`config.mk`:
```
export PLATFORM = sky130hd
export DESIGN_NAME = pipe_skid_reg
export DESIGN_NICKNAME = d
export VERILOG_FILES = /design/src/rtl/pipe_skid_reg_pkg.sv /design/src/rtl/pipe_skid_reg.sv
export SDC_FILE = /design/constraint.sdc
export NUM_CORES = 1
export LEC_CHECK = 0
export ABC_AREA = 1
export BUFFER_PORTS_ARGS = -buffer_cell sky130_fd_sc_hd__clkbuf_2
export CAP_MARGIN = 0
export CORE_ASPECT_RATIO = 1.2
export CORE_UTILIZATION = 54
export DETAILED_ROUTE_END_ITERATION = 6
export PLACE_DENSITY_LB_ADDON = 0.15
export RECOVER_POWER = 50
export SETUP_SLACK_MARGIN = 0.05
export SLEW_MARGIN = 40
export SYNTH_ARGS = -nofsm -noshare
export SYNTH_HDL_FRONTEND = slang
export SYNTH_SLANG_ARGS = --single-unit
```
`constraint.sdc`:
```
create_clock -name clk -period 1.6 [get_ports clk]
set_input_delay 0.08 -clock clk [delete_from_list [all_inputs] [get_ports clk]]
set_output_delay 0.08 -clock clk [all_outputs]
set_load 0.1 [all_outputs]
```
`src/rtl/pipe_skid_reg_pkg.sv`:
```
// Shared definitions for the inter-stage pipeline registers: FSM state encoding,
// default field widths and the stage payload widths built from them.
package pipe_skid_reg_pkg;

    typedef enum logic [1:0] {
        PSR_EMPTY = 2'd0,
        PSR_BUSY  = 2'd1,
        PSR_FULL  = 2'd2
    } psr_state_e;

    localparam int unsigned INST_W     = 32;
    localparam int unsigned REG_DATA_W = 32;
    localparam int unsigned PC_W       = 32;
    localparam int unsigned REG_ADDR_W = 5;
    localparam int unsigned IMM_W      = 32;
    localparam int unsigned ID_EX_CTRL_W  = 12;
    localparam int unsigned EX_MEM_CTRL_W = 6;

    localparam int unsigned IF_ID_PAYLOAD_W  = PC_W + INST_W;
    localparam int unsigned ID_EX_PAYLOAD_W  = PC_W + (2 * REG_DATA_W) + IMM_W
                                               + REG_ADDR_W + ID_EX_CTRL_W;
    localparam int unsigned EX_MEM_PAYLOAD_W = (2 * REG_DATA_W) + REG_ADDR_W
                                               + EX_MEM_CTRL_W;

    // Number of held entries for a given state.
    function automatic logic [1:0] psr_occ(input psr_state_e state);
        logic [1:0] occ;
        case (state)
            PSR_EMPTY: occ = 2'd0;
            PSR_BUSY:  occ = 2'd1;
            PSR_FULL:  occ = 2'd2;
            default:   occ = 2'd0;
        endcase
        return occ;
    endfunction

endpackage

```
`src/rtl/pipe_skid_reg.sv`:
```
// Parametrised valid/ready pipeline register with synchronous flush and an
// optional 2-entry skid buffer that makes the upstream ready a registered signal.
module pipe_skid_reg
    import pipe_skid_reg_pkg::*;
#(
    parameter int unsigned       DATA_W       = 32,
    parameter bit                SKID_EN      = 1'b1,
    parameter logic [DATA_W-1:0] RST_VAL      = {DATA_W{1'b0}},
    parameter bit                CLR_ON_FLUSH = 1'b0
) (
    input  logic              clk,
    input  logic              rst,
    input  logic              flush_i,
    input  logic              in_valid_i,
    output logic              in_ready_o,
    input  logic [DATA_W-1:0] in_data_i,
    output logic              out_valid_o,
    input  logic              out_ready_i,
    output logic [DATA_W-1:0] out_data_o,
    output logic [1:0]        occ_o
);

    if (SKID_EN) begin : g_skid
        psr_state_e        state_r, state_fsm_s, state_nxt_s;
        logic [DATA_W-1:0] main_r, main_fsm_s, main_nxt_s;
        logic [DATA_W-1:0] skid_r, skid_fsm_s, skid_nxt_s;
        logic              ready_r;
        logic              valid_r;
        logic [1:0]        occ_r;
        logic              in_fire_s;
        logic              out_fire_s;

        assign in_fire_s  = in_valid_i & ready_r;
        assign out_fire_s = valid_r & out_ready_i;

        // Handshake-driven next state and data moves; flush overrides them.
        always_comb begin
            state_fsm_s = state_r;
            main_fsm_s  = main_r;
            skid_fsm_s  = skid_r;
            case (state_r)
                PSR_EMPTY: begin
                    if (in_fire_s) begin
                        state_fsm_s = PSR_BUSY;
                        main_fsm_s  = in_data_i;
                    end else begin
                        state_fsm_s = PSR_EMPTY;
                    end
                end
                PSR_BUSY: begin
                    if (in_fire_s && out_fire_s) begin
                        state_fsm_s = PSR_BUSY;
                        main_fsm_s  = in_data_i;
                    end else if (in_fire_s) begin
                        state_fsm_s = PSR_FULL;
                        skid_fsm_s  = in_data_i;
                    end else if (out_fire_s) begin
                        state_fsm_s = PSR_EMPTY;
                    end else begin
                        state_fsm_s = PSR_BUSY;
                    end
                end
                PSR_FULL: begin
                    if (out_fire_s) begin
                        state_fsm_s = PSR_BUSY;
                        main_fsm_s  = skid_r;
                    end else begin
                        state_fsm_s = PSR_FULL;
                    end
                end
                default: begin
                    state_fsm_s = PSR_EMPTY;
                end
            endcase

            state_nxt_s = state_fsm_s;
            main_nxt_s  = main_fsm_s;
            skid_nxt_s  = skid_fsm_s;
            if (flush_i) begin
                state_nxt_s = PSR_EMPTY;
                if (CLR_ON_FLUSH) begin
                    main_nxt_s = RST_VAL;
                    skid_nxt_s = RST_VAL;
                end else begin
                    main_nxt_s = main_r;
                    skid_nxt_s = skid_r;
                end
            end else begin
                state_nxt_s = state_fsm_s;
            end
        end

        // State, data and registered status outputs.
        always_ff @(posedge clk) begin
            if (rst) begin
                state_r <= PSR_EMPTY;
                main_r  <= RST_VAL;
                skid_r  <= RST_VAL;
                ready_r <= 1'b1;
                valid_r <= 1'b0;
                occ_r   <= 2'd0;
            end else begin
                state_r <= state_nxt_s;
                main_r  <= main_nxt_s;
                skid_r  <= skid_nxt_s;
                ready_r <= (state_nxt_s != PSR_FULL);
                valid_r <= (state_nxt_s != PSR_EMPTY);
                occ_r   <= psr_occ(state_nxt_s);
            end
        end

        assign in_ready_o  = ready_r;
        assign out_valid_o = valid_r;
        assign out_data_o  = main_r;
        assign occ_o       = occ_r;

    end else begin : g_single
        psr_state_e        state_r, state_fsm_s, state_nxt_s;
        logic [DATA_W-1:0] main_r, main_fsm_s, main_nxt_s;
        logic              valid_r;
        logic [1:0]        occ_r;
        logic              ready_s;
        logic              in_fire_s;
        logic              out_fire_s;

        // Without a skid slot the register can only accept when it drains.
        assign ready_s    = out_ready_i | ~valid_r;
        assign in_fire_s  = in_valid_i & ready_s;
        assign out_fire_s = valid_r & out_ready_i;

        // Handshake-driven next state and data moves; flush overrides them.
        always_comb begin
            state_fsm_s = state_r;
            main_fsm_s  = main_r;
            case (state_r)
                PSR_EMPTY: begin
                    if (in_fire_s) begin
                        state_fsm_s = PSR_BUSY;
                        main_fsm_s  = in_data_i;
                    end else begin
                        state_fsm_s = PSR_EMPTY;
                    end
                end
                PSR_BUSY: begin
                    if (in_fire_s) begin
                        state_fsm_s = PSR_BUSY;
                        main_fsm_s  = in_data_i;
                    end else if (out_fire_s) begin
                        state_fsm_s = PSR_EMPTY;
                    end else begin
                        state_fsm_s = PSR_BUSY;
                    end
                end
                default: begin
                    state_fsm_s = PSR_EMPTY;
                end
            endcase

            state_nxt_s = state_fsm_s;
            main_nxt_s  = main_fsm_s;
            if (flush_i) begin
                state_nxt_s = PSR_EMPTY;
                if (CLR_ON_FLUSH) begin
                    main_nxt_s = RST_VAL;
                end else begin
                    main_nxt_s = main_r;
                end
            end else begin
                state_nxt_s = state_fsm_s;
            end
        end

        // State, data and registered status outputs.
        always_ff @(posedge clk) begin
            if (rst) begin
                state_r <= PSR_EMPTY;
                main_r  <= RST_VAL;
                valid_r <= 1'b0;
                occ_r   <= 2'd0;
            end else begin
                state_r <= state_nxt_s;
                main_r  <= main_nxt_s;
                valid_r <= (state_nxt_s != PSR_EMPTY);
                occ_r   <= psr_occ(state_nxt_s);
            end
        end

        assign in_ready_o  = ready_s;
        assign out_valid_o = valid_r;
        assign out_data_o  = main_r;
        assign occ_o       = occ_r;
    end

endmodule
```
Word-level counts from Yosys, hierarchy flattened
Index checks and enable logic that the tools add are counted.
{"block": "word_totals", "regBits": 70, "output_inout_bits": 36, "word_cells": 36}
{"block": "op_classes", "eq_ne": 8, "n_mux": 12, "n_bitwise": 4, "reduce_logical": 6}
{"cell": "two-way mux 32 bit", "n": 3}
{"cell": "case mux 32 bit (3 select lines)", "n": 1}
{"cell": "two-way mux 2 bit", "n": 4}
{"cell": "!= test 2 bit (second input constant)", "n": 4}
{"cell": "case mux 2 bit (3 select lines)", "n": 1}
{"cell": "AND reduction 5 bit", "n": 1}
{"cell": "== test 2 x 1 -> 1 bit (second input constant)", "n": 2}
{"cell": "== test 2 bit (second input constant)", "n": 2}
{"cell": "case mux 2 bit (2 select lines)", "n": 1}
{"cell": "AND reduction 4 bit", "n": 1}
{"cell": "nonzero test 3 bit", "n": 1}
{"cell": "bitwise AND 1 bit", "n": 2}
{"cell": "logical NOT 2 bit", "n": 1}
{"cell": "two-way mux 1 bit", "n": 2}
{"cell": "inverter 1 bit", "n": 2}
{"cell": "nonzero test 2 bit", "n": 1}
{"cell": "logical AND 1 bit", "n": 1}

Longest topological paths before layout
Gate-level depths: netlist of run 1.
{"block": "logic_depth", "word_depth": 8, "mapped_depth": 9}

Worst setup path after synthesis of run 1
OpenSTA, ideal clock, no wires.
{"block": "synth_timing", "path_type": "flip-flop to flip-flop", "startpoint": "register g_skid.valid_r, in the netlist out_valid_o", "endpoint": "register g_skid.main_r[0], in the netlist out_data_o[0]", "setup_time_ns": 0.117, "arrival_time_ns": 2.048, "required_time_ns": 1.483, "slack_ns": -0.564, "path_stages_with_launch": 9, "n_path_buf": 1, "path_cell_list": "dfxtp_1 nand2_1 nor2_1 nor2_2 inv_2 clkbuf_1 nand3_1 nand2_1 nor2_1"}
{"block": "synth_between", "elab_chain_len": 4}
{"element": "from (decl)", "line_no": "pipe_skid_reg.sv:28", "source": "logic valid_r;"}
{"element": "from (signal assigned)", "line_no": "pipe_skid_reg.sv:107", "source": "valid_r <= (state_nxt_s != PSR_EMPTY);"}
{"element": "bitwise AND 1 bit (*)", "line_no": "pipe_skid_reg.sv:34", "source": "assign out_fire_s = valid_r & out_ready_i;"}
{"element": "logical AND 1 bit", "line_no": "pipe_skid_reg.sv:51", "source": "if (in_fire_s && out_fire_s) begin"}
{"element": "!= test 2 bit (no line)"}
{"element": "AND reduction 5 bit (no line) (*)"}
{"element": "to (signal assigned)", "line_no": "pipe_skid_reg.sv:104", "source": "main_r <= main_nxt_s;"}
{"element": "to (decl)", "line_no": "pipe_skid_reg.sv:25", "source": "logic [DATA_W-1:0] main_r, main_fsm_s, main_nxt_s;"}
Mark *: on every way between the ends. The rest lies on a longest branch, timed or not.
A chain may end at the register's enable or synchronous reset.

Worst setup path in the final report of run 1
{"block": "layout_timing", "startpoint": "register g_skid.state_r[0]", "endpoint": "register g_skid.main_r[0], in the netlist out_data_o[0]"}
{"block": "layout_between", "elab_chain_len": 3}
{"element": "from (decl)", "line_no": "pipe_skid_reg.sv:24", "source": "psr_state_e state_r, state_fsm_s, state_nxt_s;"}
{"element": "from (signal assigned)", "line_no": "pipe_skid_reg.sv:103", "source": "state_r <= state_nxt_s;"}
{"element": "== test 2 x 1 -> 1 bit (tied with other cells)", "line_no": "pipe_skid_reg.sv:41", "source": "case (state_r)"}
{"element": "!= test 2 bit (no line) or nonzero test 3 bit (tied branches)"}
{"element": "AND reduction 5 bit (no line)"}
Several ways; a longest one is shown, not always the timed one.

==> results of run 1 <==
## cell usage after synthesis
| cell | number |
|---|---|
| buf_2 | 18 |
| nor2_2 | 5 |
| inv_1 | 37 |
| clkbuf_1 | 13 |
| dfxtp_1 | 70 |
| nand2_1 | 169 |
| xnor2_1 | 1 |
| buf_1 | 3 |
| o21ai_0 | 1 |
| nand4_1 | 32 |
| inv_2 | 2 |
| a21oi_1 | 34 |
| nor2_1 | 72 |
| nand3_1 | 34 |
## final timing paths
| path | end | startpoint | slack (ns) | cells after the start |
|---|---|---|---|---|
| hold / removal | g_skid.skid_r[26] | in_data_i[26] | 0.006 | 3 |
| setup reg to reg | out_data_o[0] | g_skid.state_r[0] | 0.16 | 8 |
| setup / recovery | out_data_o[0] | g_skid.state_r[0] | 0.16 | 8 |
| hold reg to reg | g_skid.skid_r[15] | g_skid.skid_r[15] | 0.46 | 2 |
## per-stage QoR
stage	setup WS (ns)	utilization [%]	total power [µW]
3_5_place_dp	0.207	64.6	2990
2_1_floorplan	0.00981	-	2770
4_1_cts	0.173	71.9	4750
3_3_place_gp	0.297	64.6	2980
5_1_grt	0.0402	72.1	4920
6_report	0.162	72.1	4750
## layer usage
layer  wire [µm]  GRT usage [%]  vias up
li1            -              -     1716
met1        3500           34.1     1560
met2        4230           49.4      104
met3         344           3.37       16
met4         217           14.8        0
met5           0              0        -
## critical path: stages (launching register included)
cell and delay (ns):
dfxtp_1 0.44, inv_1 0.07, nand2_1 0.14, nor2_1 0.08, nor2_2 0.12, buf_4 0.23
nand3_1 0.10, nand2_1 0.09, nor2_1 0.05
## registers in the layout, summed over array words and instances (netlist names)
| signal | cells |
|---|---|
| occ_o | 2 |
| out_valid_o | 1 |
| g_skid.state_r | 2 |
| g_skid.skid_r | 32 |
| in_ready_o | 1 |
| out_data_o | 32 |
## report_power, final
part / switching [µW] / leakage, µW / internal (µW)
registers: 45.8 / 0.000572 / 1830
clock network: 720 / 0.000116 / 1040
logic: 866 / 0.00131 / 246
## repair_timing
action                                 4_1_cts  5_1_grt
hold buffers                                17        0
gates resized for setup                      0        2
setup endpoints to repair                    0        4
endpoints found under the hold margin       17        0
## cell families (layout without fill, tap and decap cells)
kind of cell	count (synthesis)	after routing	share of synthesized area, %
and+or+nand+nor	312	312	41.0
buffers and inverters	73	163	9.30
DFF	70	70	44.0
AOI/OAI and AO/OA	35	35	5.49
xor gates and xnor gates	1	1	0.275
## final cells by class
cell class	count	area (µm²)	share of cell area [%]
clock buffers	9	124	3.03
clock inverters	7	123	3.00
inverters	39	146	3.58
multi-input cells	348	1490	36.6
flip-flops and latches	70	1410	34.5
well taps	80	100	2.45
repair buffers	108	689	16.9
==> run metrics, run 1 <==
wire per inst 12.5 µm; vias per inst 5.14; part of the cycle the worst path needs 89.9%; Clock Latency Late Sink 0.36 ns; Fillers 480; # rows 30; Worst Skew 0.0113 ns; Syn Std Cell Area 3190 µm²; H-tree levels 3; Starting Density 56.2%; Residual DRC 0; # IOs 73; final instance area 4090 µm²; Syn Nets 528; setup_tns 0 ns; CTS buffer count 9; number of global-route vias before repair 2981; CP Max Fanout 19; TritonRoute pass-1 iters 5; post-synth top area share 44.0%; Synth Warn # 0; antenna violations before repair 0; Critical Path RT 1.85 ns; leakage 0.00200 µW; status complete, no violations; Worst VDD drop 0.833 mV; clk sinks 70; Syn Inst Count 491; fin crit period 1.44 ns; first-pass GRT wire length 13700 µm; placer's final routability congestion estimate 0.827; Hold WS 0.00572 ns; number of synthesized register bits 70; WP data arrival 1.68 ns; Placed Area 3660 µm²; Layout Nets 613; clock buffer depth 2; RSZ-0062 raised after global routing yes; GRT overflow 0; area leader, netlist dfxtp_1; Worst slew margin 63.4%; synthesized area per cell 6.49 µm²; max-slew violations 0; initial drt markers 308; Area Growth Syn to Fin 28.1%; Die Wd 72.1 µm; Die Span Y 86.2 µm; largest net degree at the start of global routing 33; post-CTS setup buffer count 0; Unique masters post-synth 14; layout cells sized above 1 20.1%; HPWL after DPL 5190 µm; Cell Count, Final, Fillers Out 661; Hold Fails Final Rpt 0; Die ar. 6220 µm²; crit start category register; Power Dens Cells 1160 nW/µm²; DRT Wirelength 8290 µm; most frequent cells in the layout 169 x nand2_1, 72 x nor2_1, 72 x clkbuf_2; Seq/Total Area, Yosys 44.0%; dominant cells by area after synthesis dfxtp_1 44%, nand2_1 20%, nor2_1 8.5%; number of inserted diodes 0; Max Fclk 696 MHz; type of the worst setup path register to register; Crit. End Element register; CTS Root Cell clkbuf_8; leading cell type in the layout, fill and taps excluded nand2_1; Cells after DPL 628; ANT nets after route 0; CTS tree yes; Min-Delay Path Class input pin to register; vias post-DR 3396; number of max-cap violations 0; Port Buf Inserts 72; Worst-Margin Slew 0.552 ns; # setup viols final 0; core area 5670 µm²; GRT Util Overall 28.4%; clock-pin slew on the worst setup and hold paths 0.08 ns
No activity file was read; power rests on OpenSTA's default activity.
==> run 2, diff against run 1 <==
- PLACE_DENSITY: not set -> 0.76
- PLACE_DENSITY_LB_ADDON: 0.15 -> not set
==> run 2 against run 1 <==
- flip-flop and latch count did not move
- highest routed layer unchanged
- wire length is 6.5% lower
- largest power group unchanged
- total power down 9.8%
- sequential power hardly changed
- clock skew is 0.0038 ns lower
- register-to-register slack is essentially flat
- global-route usage down 1.7 points
- sequential share of layout area rose by 2.1 points
- maximum frequency increased by 0.79%
- design area down 5.7%
- clock-buffer cell count rose by 4
==> run metrics, run 2 (synthesis gave the netlist of run 1 again) <==
Fillers 509 (was 480); GRT overflow 0 (unchanged); Worst slew margin 63.6% (was 63.4%); type of the worst setup path register to register (unchanged); Residual DRC 0 (unchanged); vias post-DR 3271 (was 3396); Worst Skew 0.00749 ns (was 0.0113 ns); Critical Path RT 1.88 ns (was 1.85 ns); first-pass GRT wire length 13100 µm (was 13700 µm); Worst VDD drop 0.568 mV (was 0.833 mV); CTS Root Cell clkbuf_8 (unchanged); number of inserted diodes 0 (unchanged); CTS buffer count 9 (unchanged); status complete, no violations (unchanged); antenna violations before repair 0 (unchanged); # IOs 73 (unchanged); CP cell instances a21oi_1, nand3_1, nor2_1, buf_6, nor2_1, nor2_1 (was inv_1, nand2_1, nor2_1, nor2_2, buf_4, nand3_1, nand2_1, nor2_1); wire per inst 12.2 µm (was 12.5 µm); Die Span Y 86.2 µm (unchanged); Die Wd 72.1 µm (unchanged); Worst-Margin Slew 0.548 ns (was 0.552 ns); final instance area 3850 µm² (was 4090 µm²); post-CTS setup buffer count 0 (unchanged); ANT nets after route 0 (unchanged); post-layout power 4280 µW (was 4750 µW); number of max-cap violations 0 (unchanged); DRT Wirelength 7750 µm (was 8290 µm); leakage 0.00190 µW (was 0.00200 µW); Max Fclk 701 MHz (was 696 MHz); placer's final routability congestion estimate 0.814 (was 0.827); vias per inst 5.13 (was 5.14); TritonRoute pass-1 iters 4 (was 5); CP Max Fanout 21 (was 19); layout cells sized above 1 19.0% (was 20.1%); max incr delay on CP 0.35 ns (was 0.44 ns); Clock Latency Late Sink 0.34 ns (was 0.36 ns); leading cell type in the layout, fill and taps excluded nand2_1 (unchanged); RSZ-0062 raised after global routing no (was yes); Area Growth Syn to Fin 20.8% (was 28.1%); H-tree levels 3 (unchanged); GRT Util Overall 26.7% (was 28.4%); core area 5670 µm² (unchanged); Placed Area 3670 µm² (was 3660 µm²); Power Dens Cells 1110 nW/µm² (was 1160 nW/µm²); WP data arrival 1.71 ns (was 1.68 ns); clk sinks 70 (unchanged); Hold Fails Final Rpt 0 (unchanged); CTS tree yes (unchanged); Min-Delay Path Class input pin to register (unchanged); setup_tns 0 ns (unchanged); largest net degree at the start of global routing 34 (was 33); Hold Buf Count CTS 0 (was 17); Crit. End Element register (unchanged); part of the cycle the worst path needs 89.2% (was 89.9%); Port Buf Inserts 72 (unchanged); # setup viols final 0 (unchanged); # rows 30 (unchanged); clock buffer depth 2 (unchanged); crit start category register (unchanged); Die ar. 6220 µm² (unchanged); post_cts resized 0 (unchanged); Worst path slowest cell dfxtp_1 (unchanged); HPWL after DPL 4820 µm (was 5190 µm); most frequent cells in the layout 169 x nand2_1, 74 x nor2_1, 72 x clkbuf_2 (was 169 x nand2_1, 72 x nor2_1, 72 x clkbuf_2); Layout Nets 590 (was 613); max-slew violations 0 (unchanged); number of global-route vias before repair 3062 (was 2981); most used cell, CP nor2_1; fin crit period 1.43 ns (was 1.44 ns); clock-pin slew on the worst setup and hold paths 0.07 ns (was 0.08 ns); Starting Density 56.2% (unchanged); initial drt markers 269 (was 308)
[run 2: cell count changes in the layout (fill, tap and decap cells not counted), moves of 2 or more]
cell           delta
clkinv_4          -2
bufinv_16         -3
nor2_1            +2
clkinv_2          +2
dlygate4sd3_1    -17
clkbuf_8          +3
buf_4             -9
buf_12            +4
nor2_2            -2
[run 2: metal layers]
metal | up-vias | GRT usage (%) | part of all wire [%]
met5 | - | 0 | 0
met4 | 0 | 13.9 | 1.9
met3 | 16 | 5.00 | 7.1
met2 | 127 | 46.5 | 48
met1 | 1464 | 30.9 | 43
li1 | 1664 | - | -
[run 2: critical path, delay by kind of cell (launching register included)]
family                 cells  cell delay [ns]
buffers and inverters      1             0.24
AOI/OAI and AO/OA          1             0.26
and+or+nand+nor            4             0.52
DFF                        1             0.35
[run 2: worst paths after layout]
check | start | end | slack (ns) | cells past startpoint
max | g_skid.state_r[0] | out_data_o[3] | 0.17 | 6
min | in_data_i[15] | g_skid.skid_r[15] | 0.006 | 3
max reg2reg | g_skid.state_r[0] | out_data_o[3] | 0.17 | 6
min reg2reg | g_skid.skid_r[29] | g_skid.skid_r[29] | 0.46 | 2
[run 2: area by class of cell]
type	instances	area [µm²]	area share, %
multi-input combinational	348	1490	38.6
clock buffer	13	169	4.39
tap	80	100	2.60
sequential	70	1410	36.6
clock inverter	3	17.5	0.455
timing repair buffer	85	524	13.6
inverter	39	146	3.80
[run 2: metrics by stage]
stage | instances | utilization (%) | hold slack (ns) | worst slack [ns]
3_5_place_dp | 622 | 64.7 | 0.362 | 0.228
4_1_cts | 638 | 68.0 | 0.00407 | 0.171
6_report | 638 | 67.9 | 0.00638 | 0.174
5_1_grt | 638 | 67.9 | 0.00836 | 0.0418
3_3_place_gp | 622 | 64.7 | 0.357 | 0.293
2_1_floorplan | 491 | - | 0.248 | 0.00981
[run 2: report_power, final]
| part | internal (µW) | switching, µW | total, µW | leakage (µW) |
|---|---|---|---|---|
| clock network | 686 | 646 | 1330 | 0.0000954 |
| registers | 1830 | 43.9 | 1870 | 0.000572 |
| logic | 221 | 855 | 1080 | 0.00123 |
